**src/rtl/sump_cmd_rx.sv**
```systemverilog
// SUMP command framer: turns the UART byte stream into complete short
// (1-byte) or long (opcode + 4 argument bytes) commands for the decoder.
module sump_cmd_rx #(
  parameter  int unsigned P_TIMEOUT = 100000,
  localparam int unsigned P_CNT_W   = (P_TIMEOUT > 0) ? $clog2(P_TIMEOUT + 1) : 1
) (
  input  logic        clk_i,
  input  logic        rst_i,
  input  logic [7:0]  rx_dat_i,
  input  logic        rx_vld_i,
  output logic        stb_o,
  output logic [7:0]  opc_o,
  output logic [31:0] cmd_o,
  output logic        lng_o,
  output logic        tmo_o
);

  typedef enum logic {
    S_IDLE,
    S_ARGS
  } state_t;

  localparam logic [P_CNT_W-1:0] TMO_LIMIT = P_CNT_W'(P_TIMEOUT);

  state_t              state_q,    state_d;
  logic [1:0]          byte_cnt_q, byte_cnt_d;
  logic [P_CNT_W-1:0]  tmo_cnt_q,  tmo_cnt_d;
  logic [7:0]          opc_lat_q,  opc_lat_d;
  logic [31:0]         arg_q,      arg_d;
  logic                stb_q,      stb_d;
  logic                tmo_q,      tmo_d;
  logic [7:0]          opc_q,      opc_d;
  logic [31:0]         cmd_q,      cmd_d;
  logic                lng_q,      lng_d;

  // Next-state logic: frame bytes, assemble the argument and watch for stalls.
  always_comb begin
    state_d    = state_q;
    byte_cnt_d = byte_cnt_q;
    tmo_cnt_d  = tmo_cnt_q;
    opc_lat_d  = opc_lat_q;
    arg_d      = arg_q;
    stb_d      = 1'b0;
    tmo_d      = 1'b0;
    opc_d      = opc_q;
    cmd_d      = cmd_q;
    lng_d      = lng_q;

    case (state_q)
      S_IDLE: begin
        if (rx_vld_i) begin
          if (!rx_dat_i[7]) begin
            stb_d = 1'b1;
            opc_d = rx_dat_i;
            cmd_d = 32'h0;
            lng_d = 1'b0;
          end else begin
            opc_lat_d  = rx_dat_i;
            arg_d      = 32'h0;
            byte_cnt_d = 2'd0;
            tmo_cnt_d  = '0;
            state_d    = S_ARGS;
          end
        end
      end

      S_ARGS: begin
        if (rx_vld_i) begin
          // Any byte here is argument data, even with bit 7 set; a byte
          // arriving on the timeout threshold cycle still wins.
          arg_d[{byte_cnt_q, 3'b000} +: 8] = rx_dat_i;
          tmo_cnt_d = '0;
          if (byte_cnt_q == 2'd3) begin
            stb_d      = 1'b1;
            opc_d      = opc_lat_q;
            cmd_d      = {rx_dat_i, arg_q[23:0]};
            lng_d      = 1'b1;
            byte_cnt_d = 2'd0;
            state_d    = S_IDLE;
          end else begin
            byte_cnt_d = byte_cnt_q + 2'd1;
          end
        end else if (P_TIMEOUT != 0) begin
          if (tmo_cnt_q == TMO_LIMIT) begin
            tmo_d      = 1'b1;
            tmo_cnt_d  = '0;
            byte_cnt_d = 2'd0;
            state_d    = S_IDLE;
          end else begin
            tmo_cnt_d = tmo_cnt_q + P_CNT_W'(1);
          end
        end
      end

      default: state_d = S_IDLE;
    endcase
  end

  // State and output registers with synchronous reset.
  always_ff @(posedge clk_i) begin
    if (rst_i) begin
      state_q    <= S_IDLE;
      byte_cnt_q <= 2'd0;
      tmo_cnt_q  <= '0;
      opc_lat_q  <= 8'h0;
      arg_q      <= 32'h0;
      stb_q      <= 1'b0;
      tmo_q      <= 1'b0;
      opc_q      <= 8'h0;
      cmd_q      <= 32'h0;
      lng_q      <= 1'b0;
    end else begin
      state_q    <= state_d;
      byte_cnt_q <= byte_cnt_d;
      tmo_cnt_q  <= tmo_cnt_d;
      opc_lat_q  <= opc_lat_d;
      arg_q      <= arg_d;
      stb_q      <= stb_d;
      tmo_q      <= tmo_d;
      opc_q      <= opc_d;
      cmd_q      <= cmd_d;
      lng_q      <= lng_d;
    end
  end

  assign stb_o = stb_q;
  assign tmo_o = tmo_q;
  assign opc_o = opc_q;
  assign cmd_o = cmd_q;
  assign lng_o = lng_q;

endmodule
```
**config.mk**
```make
export PLATFORM = sky130hd
export DESIGN_NAME = sump_cmd_rx
export DESIGN_NICKNAME = d
export VERILOG_FILES = /design/src/rtl/sump_cmd_rx.sv
export SDC_FILE = /design/constraint.sdc
export NUM_CORES = 1
export LEC_CHECK = 0
export ABC_AREA = 1
export CAP_MARGIN = 20
export CORE_ASPECT_RATIO = 0.5
export CORE_UTILIZATION = 55
export DETAILED_ROUTE_END_ITERATION = 8
export GPL_TIMING_DRIVEN = 0
export MAX_ROUTING_LAYER = met4
export PLACE_DENSITY_LB_ADDON = 0.08
export SETUP_SLACK_MARGIN = 0.05
export SYNTH_ARGS = -nofsm -noshare
export SYNTH_HDL_FRONTEND = slang
export SYNTH_SLANG_ARGS = --single-unit
export TNS_END_PERCENT = 10
```
**constraint.sdc**
```tcl
create_clock -name clk_i -period 1.8 [get_ports clk_i]
set_input_delay 0.18 -clock clk_i [delete_from_list [all_inputs] [get_ports clk_i]]
set_output_delay 0.18 -clock clk_i [all_outputs]
set_load 0.05 [all_outputs]
```
[Word level (Yosys, flattened, before mapping)]
Index checks and enable logic that the tools add are counted.
Operators by class
  add/sub/neg operators: 3
  equal/unequal tests: 8
  shift operators: 2
  muxes and demuxes: 43
  bitwise operators: 1
  reduce and logical (&&, ||, !) cells: 6
Operators with widths (count)
  $mux W32: 7
  $pmux W32 S2: 2
  $mux W17: 4
  $pmux W17 S2: 1
  $bwmux W32: 1
  $mux W8: 4
  $shift A8 B7 Y32 const A: 1
  $shiftx A8 B7 Y32: 1
  $add A17 B1 Y17 const B: 1
  $eq A17 B17 Y1 const B: 1
  $pmux W8 S2: 1
  $mux W1: 14
  $mux W2: 5
  $reduce_and A3 Y1: 3
  $ne A2 B2 Y1 const B: 4
  $neg A5 Y7: 1
  $pmux W1 S2: 3
  $pmux W2 S2: 1
  $reduce_and A4 Y1: 1
  $ne A3 B2 Y1 const B: 1
  $reduce_or A3 Y1: 1
  $add A2 B1 Y2 const B: 1
  $eq A2 B2 Y1 const B: 1
  $ne A2 B1 Y1 const B: 1
  other kinds (2): 2
Storage, ports and cells
  register bits: 103
  input bits: 11
  output and inout port bits: 43
  logic and storage cells: 73

[Depth between registers and ports, before layout]
Gate-level depths: netlist of the first run.
  depth after elaboration: 5
  depth in mapped cells: 11
  mapped depth without buffers: 11

[Worst setup path after synthesis of the first run]
No wires, ideal clock.
  path type: register -> register
  start: register byte_cnt_q[0]
  end: register arg_q[6]
  setup time: 0.118 ns
  data arrival time: 1.478 ns
  data required time: 1.682 ns
  path slack: 0.204 ns
  cell stages (with the launch flop): 9
  buffers on the path: 2
  clock period less this slack: 1.596 ns
  cells stage by stage: dfxtp_1 > inv_1 > ha_1 > clkbuf_1 > o21ai_1 > inv_2 > buf_4 > o21ai_1 > a21oi_1
Between the ends
  cells in the longest elaborated chain, start to end: 5
  elaborated cells on any way between the ends: 6
  those cells by class: add/sub (1); shift (2); mux (3)
Ends and longest elaborated chain
  start, declared: line 26  | logic [1:0] byte_cnt_q, byte_cnt_d;
  start signal, assigned: line 114  | byte_cnt_q <= byte_cnt_d;
  $neg A5 Y7 (*): line 71  | arg_d[{byte_cnt_q, 3'b000} +: 8] = rx_dat_i;
  $shiftx A8 B7 Y32 or $shift A8 B7 Y32 (tied branches): line 71
  $bwmux W32 (*): line 71
  $mux W32 (*): line 68  | if (rx_vld_i) begin
  $pmux W32 S2 (*): line 49  | case (state_q)
  end signal, assigned: line 117  | arg_q <= arg_d;
  end, declared: line 29  | logic [31:0] arg_q, arg_d;
Mark *: on every way between the ends. The rest lies on a longest branch, timed or not. The select of a mux whose other input is x is not followed.
A chain may end at the register's enable or synchronous reset.

[Final worst setup path of the first run]
  start: register lng_q (netlist: lng_o)
  end: output port lng_o
RTL lines
  start, declared: line 34  | logic lng_q, lng_d;
  start signal, assigned: line 122  | lng_q <= lng_d;
  end, declared: line 14  | output logic lng_o,
No word-level cell between the ends.

==> results summary, run 1 <==
The total via count after detailed routing came out at 3868. The number of unique standard cell types used by synthesis is 26. The first-iteration detailed-routing DRC count is 274. After legalization and detailed placement, the total HPWL measured 7.30 mm. In this run the count of I/O pins placed on the die edge is 54. The number of H-tree levels is 3. No sink is reached through more buffers than the 2 on the longest clock path. The die area came out at 7780 sq um. The cell with the biggest individual delay on the critical path is clkdlybuf4s50_1. The vertical extent of the die came out at 62.9 um. The power per cell area came out at 883 nW/um^2.

The synthesized area divided by synthesized cell count came out at 7.20 sq um. The worst clock skew is 0.00807 ns. Yosys instantiated no cell more often than nand2_1.

The clock net sink count is 95. The signal on the critical path passes through clkdlybuf4s50_1. From synthesis to final layout, the design area changed by 23.7%. The required time of the worst setup path is 1.62 ns.

STA classifies the critical path startpoint as a register. The vias per cell came out at 5.33. STA classifies the critical path endpoint as a primary output. The clock-pin slew reported for the worst setup and hold paths after clock tree synthesis is 0.07 ns.

By area the synthesized netlist is led by dfxtp_1, nand2_1, a21oi_1. The total negative slack is 0 ns. The number of antenna violations at the first check in global routing came to 0.

The net count after synthesis is 584. The count of maximum capacitance violations is 0. At the end of the flow, the number of nets in the layout was 647. The total count of max-transition violations in the final report is 0. TritonCTS built the clock tree.

The post-detailed-route count of antenna-violating nets is 0. The number of endpoints failing setup at the final stage is 0. The share of final-layout standard cells stronger than drive strength 1 is 7.57%. The worst reg-to-reg setup slack is 0.19 ns.

The number of antenna diodes in the final layout is 0. The cell sitting at the root of the clock tree is a clkbuf_16. The global placer's final weighted congestion came out at 0.908. In the synthesized netlist the dominant register cell turns out to be dfxtp_1. The leakage dissipation came out at 1.81 nW. The worst setup path is of the reg -> out kind. The first detailed-routing pass ran for 4 iterations. The clock buffer count from CTS came out at 9. Global routing finished with a remaining overflow of 0. The standard cell core area is 6910 sq um. The number of global-route vias before repair came out at 3546. The maximum cell stage delay along the critical path came out at 0.81 ns. The transition time at the pin with the least slew margin is 0.640 ns. Setup repair after global routing could not meet its margin everywhere. The die width is 124 um. The sequential element share of the synthesized area came out at 46.7%.

The clock latency of the later-clocked register in the worst-skew pair is 0.34 ns. The worst ir drop on vdd came out at 0.708 mV. Measured against its own limit, the worst slew margin works out to 57.3%. Hold is met by 0.412 ns. STA puts the critical path data arrival time at 1.50 ns.

The number of instances in the synthesized netlist is 566. The total global routing track utilization came out at 28.6%. After synthesis, the share of flip-flops with an asynchronous set or reset is 0%. The run finished with clean final reports. After layout, the minimum clock period comes to 1.68 ns.

The average wire per standard cell is 13.7 um. The starting utilization of the core area came out at 59.0%. The initialized floorplan defines 21 standard-cell rows. The number of flops mapped to enable cells by yosys is 0. The count of fill cells added during filler insertion came out at 574.

The pin count of the biggest net entering global routing is 16. The buffering stage count on the worst path with inverters included is 1. Summing internal, switching and leakage power gives 0.00445 W. Of all nets on the critical path, the largest fanout is 2.

The path class of the tightest hold or removal check is in -> reg. Cells fill 73.0% of the core in the end. The total of flip-flops plus latches after synthesis is 95. The leading area contributor after synthesis is dfxtp_1. The fraction of synthesized cell area taken by the top area cell type is 46.7%.

The first global-routing pass estimated 16.7 mm of wire. For this run, design rule violations remaining after detail routing come to 0. The maximum frequency from static timing analysis came out at 597 MHz. The commonest cells after synthesis are nand2_1, dfxtp_1, a21oi_1. The kind of cell with the highest combined delay along the critical path is buffers and inverters. The mapped cell area is 4080 sq um. The quantity of I/O buffers inserted on ports is 52.

The detailed-route wire length came out at 9.98 mm. The hold violation count in the final report is 0. The yosys synthesis warning count is 0. The final worst-path cycle share is 93.1%.
==> through the flow <==
step	std cells	instance area [sq um]	setup WS, ns
final	726	5040	0.124
after floorplan	566	4080	0.204
after CTS	727	5020	0.113
after global routing	726	5040	0.0186
after global placement	710	4710	-0.225
after detailed placement	710	4710	-0.261
==> area by class of cell <==
type                            count  area [sq um]  area share (%)
Buffer                             23           119            2.36
Clock buffer                       12           246            4.89
Clock inverter                      4          52.6            1.04
Inverter                           42           158            3.13
Multi-Input combinational cell    405          1920            38.0
Sequential cell                    95          1910            37.8
Tap cell                           92           115            2.28
Timing Repair Buffer               53           528            10.5
==> where the power goes <==
group	internal (W)	total [W]	switching, W
combinational	0.000113	0.000378	0.000266
clock	0.00112	0.00190	0.000784
sequential	0.00215	0.00217	0.0000260
==> per-layer routing <==
| metal | GRT usage (%) | part of all wire, % |
|---|---|---|
| met1 | 39.2 | 51 |
| met2 | 41.7 | 43 |
| met3 | 6.75 | 5.6 |
| met4 | 8.58 | 1.1 |
| met5 | - | 0 |
==> flip-flops by register name (all words and copies together), names as in the netlist <==
register    cells
cmd_o          32
arg_q          24
tmo_cnt_q      17
opc_lat_q       8
opc_o           8
byte_cnt_q      2
lng_o           1
state_q         1
stb_o           1
tmo_o           1
==> path summary, 6_finish.rpt <==
path / from / to / cells after the start
max: lng_o / lng_o / 1
min: rst_i / stb_o / 3
max reg2reg: byte_cnt_q[0] / cmd_o[20] / 9
min reg2reg: cmd_o[27] / cmd_o[27] / 2
==> repair_timing <==
action,in CTS,in global routing
hold buffers,0,0
endpoints found under the setup margin,42,29
pin swaps,1,0
setup buffers,1,0
resized for setup,2,8
==> placed cells by master, fill, tap and decap left out, types with 4 or more instances in the layout <==
cell type	instances
dfxtp_1	94
o21ai_0	14
inv_2	7
nor2_1	43
a211oi_1	7
inv_1	35
a31oi_1	7
o21ai_1	6
buf_4	4
nand3_1	43
nand2_1	176
clkbuf_16	9
nor2_2	4
xor2_1	4
a21oi_1	78
clkdlybuf4s50_1	52
ha_1	7
clkbuf_1	11
buf_2	8
==> logic make-up (layout without fill, tap and decap cells) <==
group                    count (synthesis)  in the layout  synth area share, %
AND/OR/NAND/NOR                        278            278                 28.1
XOR/XNOR                                 4              4                0.859
buffers and inverters                   66            134                 6.66
adder cells (fa/ha/maj)                  7              7                 2.15
AO/OA/AOI/OAI                          116            116                 15.6
flip-flops                              95             95                 46.7
Note: power is estimated with default switching activity, not from simulation.
==> run 2, diff against run 1 <==
--- a/config.mk
+++ b/config.mk
@@ -6,8 +6,8 @@
 export NUM_CORES = 1
 export LEC_CHECK = 0
 export ABC_AREA = 1
-export CAP_MARGIN = 20
-export CORE_ASPECT_RATIO = 0.5
+export CAP_MARGIN = 25
+export CORE_ASPECT_RATIO = 1.4
 export CORE_UTILIZATION = 55
 export DETAILED_ROUTE_END_ITERATION = 8
 export GPL_TIMING_DRIVEN = 0
==> run 2 against run 1 <==
Effect of this change:
- non-clock buffer count unchanged
- combinational power about the same
- highest routed layer unchanged
- largest cell class unchanged
- maximum frequency down 1.9%
- clock power down 26%
- critical path depth unchanged
- global-route usage down 0.73 points
- critical path type unchanged
- utilization down 3.0 points
- via count down 1.2%
- first-iteration DRC count down 26%
==> results summary, run 2 (synthesis results as in run 1) <==
The clock buffer count from CTS is 9. In this run the cell area measured after placement is 4720 sq um. The most common library cell in the layout ignoring fill and taps is nand2_1. The number of buffers between clock root and the deepest sink is 2.

The hold violation count in the final report came out at 0. The HPWL after detailed placement is 7.35 mm. The leakage dissipation came out at 1.89 nW. The post-detailed-route count of antenna-violating nets came out at 0. Once layout is done, the placed cells without fillers occupy 4950 sq um.

The average wire per standard cell is 13.7 um. The worst clock skew came out at 0.00877 ns. The standard cell core area came out at 7070 sq um. The share of final-layout standard cells stronger than drive strength 1 is 7.57%. The number of search-and-repair iterations in the first detailed-routing pass came out at 4. STA classifies the critical path startpoint as a register.

The detailed router finished its first iteration with 203 violations. Of all nets on the critical path, the largest fanout is 2. The die width is 74.8 um.

The count of fill cells added during filler insertion came out at 635. The buffering stage count on the worst path with inverters included came out at 1. The number of buffers inserted for hold repair after clock tree synthesis came out at 0. The remaining max-slew budget at the tightest pin came out at 56.4%.

In this run, placement finished with an instance count of 713. The die area is 7760 sq um. The net switching fraction of the power is 26.5%.

The type of the setup path with the least slack is reg -> out. The total congestion overflow after global routing came out at 0. STA classifies the critical path endpoint as a primary output. TritonCTS built the clock tree. During placement, the flow inserted port buffers numbering 52. The worst ir drop on vdd came out at 0.961 mV. The count of standard-cell rows is 36. The net switching power figure is 0.00104 W.

Cells fill 70.0% of the core in the end. The final critical path takes up 94.9% of the cycle. The slowest stage of the critical path belongs to the cell clkdlybuf4s50_1.

For the pin with the worst max-slew slack, the measured transition is 0.654 ns. The first-pass GRT wire length came out at 16.1 mm. The run finished with clean final reports. The clock latency of the later-clocked register in the worst-skew pair is 0.37 ns.

The maximum frequency from static timing analysis came out at 585 MHz. The maximum cell stage delay along the critical path came out at 0.81 ns. STA puts the critical path data arrival time at 1.53 ns.

The vias per cell is 5.24. The buffer type at the clock tree root is clkbuf_8. The number of H-tree levels is 3.

The total count of max-transition violations in the final report was 0. The I/O pin total came out at 54. The total via count after detailed routing came out at 3821. The power per cell area is 798 nW/um^2. Setup repair after global routing left no endpoint under its margin.

The top cell types in the final layout, fill and taps aside, are nand2_1, dfxtp_1, a21oi_1. The number of antenna violations at the first check in global routing is 0. Sequential cells account for 54.9% of the total power. The time the worst path needs with I/O delays and setup is 1.71 ns. The detailed-route wire length is 9.95 mm. Cell internal power was estimated by the tool at 0.00290 W. The number of global-route vias before repair came out at 3512.

The pin count of the biggest net entering global routing came out at 17. The count of maximum capacitance violations is 0. The final net count came out at 647. The clock-pin slew reported for the worst setup and hold paths after clock tree synthesis came out at 0.09 ns. The number of diodes added for antenna fixing is 0. The clock net sink count came out at 95.

Routability-driven placement finished with a final weighted congestion of 0.931. The register with the most flip-flops in the layout has 32 of them. The vertical extent of the die came out at 104 um.

Data on the critical path is required at its endpoint by 1.62 ns. The type of the worst min-delay path is in -> reg. The starting utilization of the core area came out at 57.6%. The residual DRC count is 0.

The clock network fraction of total power is 35.6%. The number of endpoints failing setup at the final stage is 0. The kind of cell with the highest combined delay along the critical path is buffers and inverters. The post-layout instance count excluding filler cells is 729.

The total negative slack came out at 0 ns. The total global routing track utilization came out at 27.9%. In this run, the combinational gates consume 9.5% of the power. The critical path goes through clkdlybuf4s50_1.

The area overhead of the layout relative to synthesis is 21.4%.
-- run 2: cell types whose count changed in the layout (fill, tap and decap cells not counted), moves of 7 or more --
cell             previous run  this run
clkdlybuf4s50_1            52        45
clkbuf_8                    1         9
clkbuf_16                   9         0
dlymetal6s2s_1              0         7
-- run 2: path summary, 6_finish.rpt --
| kind | from | endpoint | slack (ns) | depth (start not counted) |
|---|---|---|---|---|
| setup / recovery | cmd_o[31] | cmd_o[31] | 0.09 | 1 |
| hold / removal | rst_i | opc_lat_q[7] | 0.36 | 3 |
| setup reg to reg | byte_cnt_q[0] | cmd_o[4] | 0.17 | 9 |
| hold reg to reg | cmd_o[14] | cmd_o[14] | 0.46 | 2 |
-- run 2: metrics by stage --
stage	hold WS, ns	worst slack [ns]	power, W
2_1_floorplan	0.327	0.204	0.00246
4_1_cts	0.361	0.0575	0.00397
3_3_place_gp	0.449	-0.202	0.00258
6_report	0.356	0.0910	0.00395
5_1_grt	0.420	0.0506	0.00411
3_5_place_dp	0.451	-0.239	0.00259
-- run 2: power groups by stage --
stage	clock network [W]	logic, W	registers [W]
4_1_cts	0.00143	0.000374	0.00217
6_report	0.00140	0.000375	0.00217
3_5_place_dp	0	0.000369	0.00222
5_1_grt	0.00152	0.000407	0.00217
2_1_floorplan	0	0.000204	0.00225
3_3_place_gp	0	0.000363	0.00222
-- run 2: per-layer routing --
layer,vias to the layer above,track usage [%],part of all wire [%]
li1,1960,-,-
met3,20,4.65,3.4
met4,0,11.5,2.9
met1,1761,32.4,43
met5,-,-,0
met2,80,46.6,50
-- run 2: final cells by class --
cell class / instances / area [sq um] / share of cell area (%)
Multi-Input combinational cell: 405 / 1910 / 38.6
Sequential cell: 95 / 1910 / 38.5
Timing Repair Buffer: 53 / 546 / 11.0
Inverter: 42 / 158 / 3.19
Clock buffer: 10 / 128 / 2.58
Tap cell: 95 / 119 / 2.40
Buffer: 23 / 113 / 2.28
Clock inverter: 6 / 68.8 / 1.39
-- run 2: repair_timing --
action | CTS | global route
buffers inserted | 1 | 0
gates resized for setup | 3 | 9
pin swaps | 1 | 0
endpoints found under the setup margin | 52 | 26
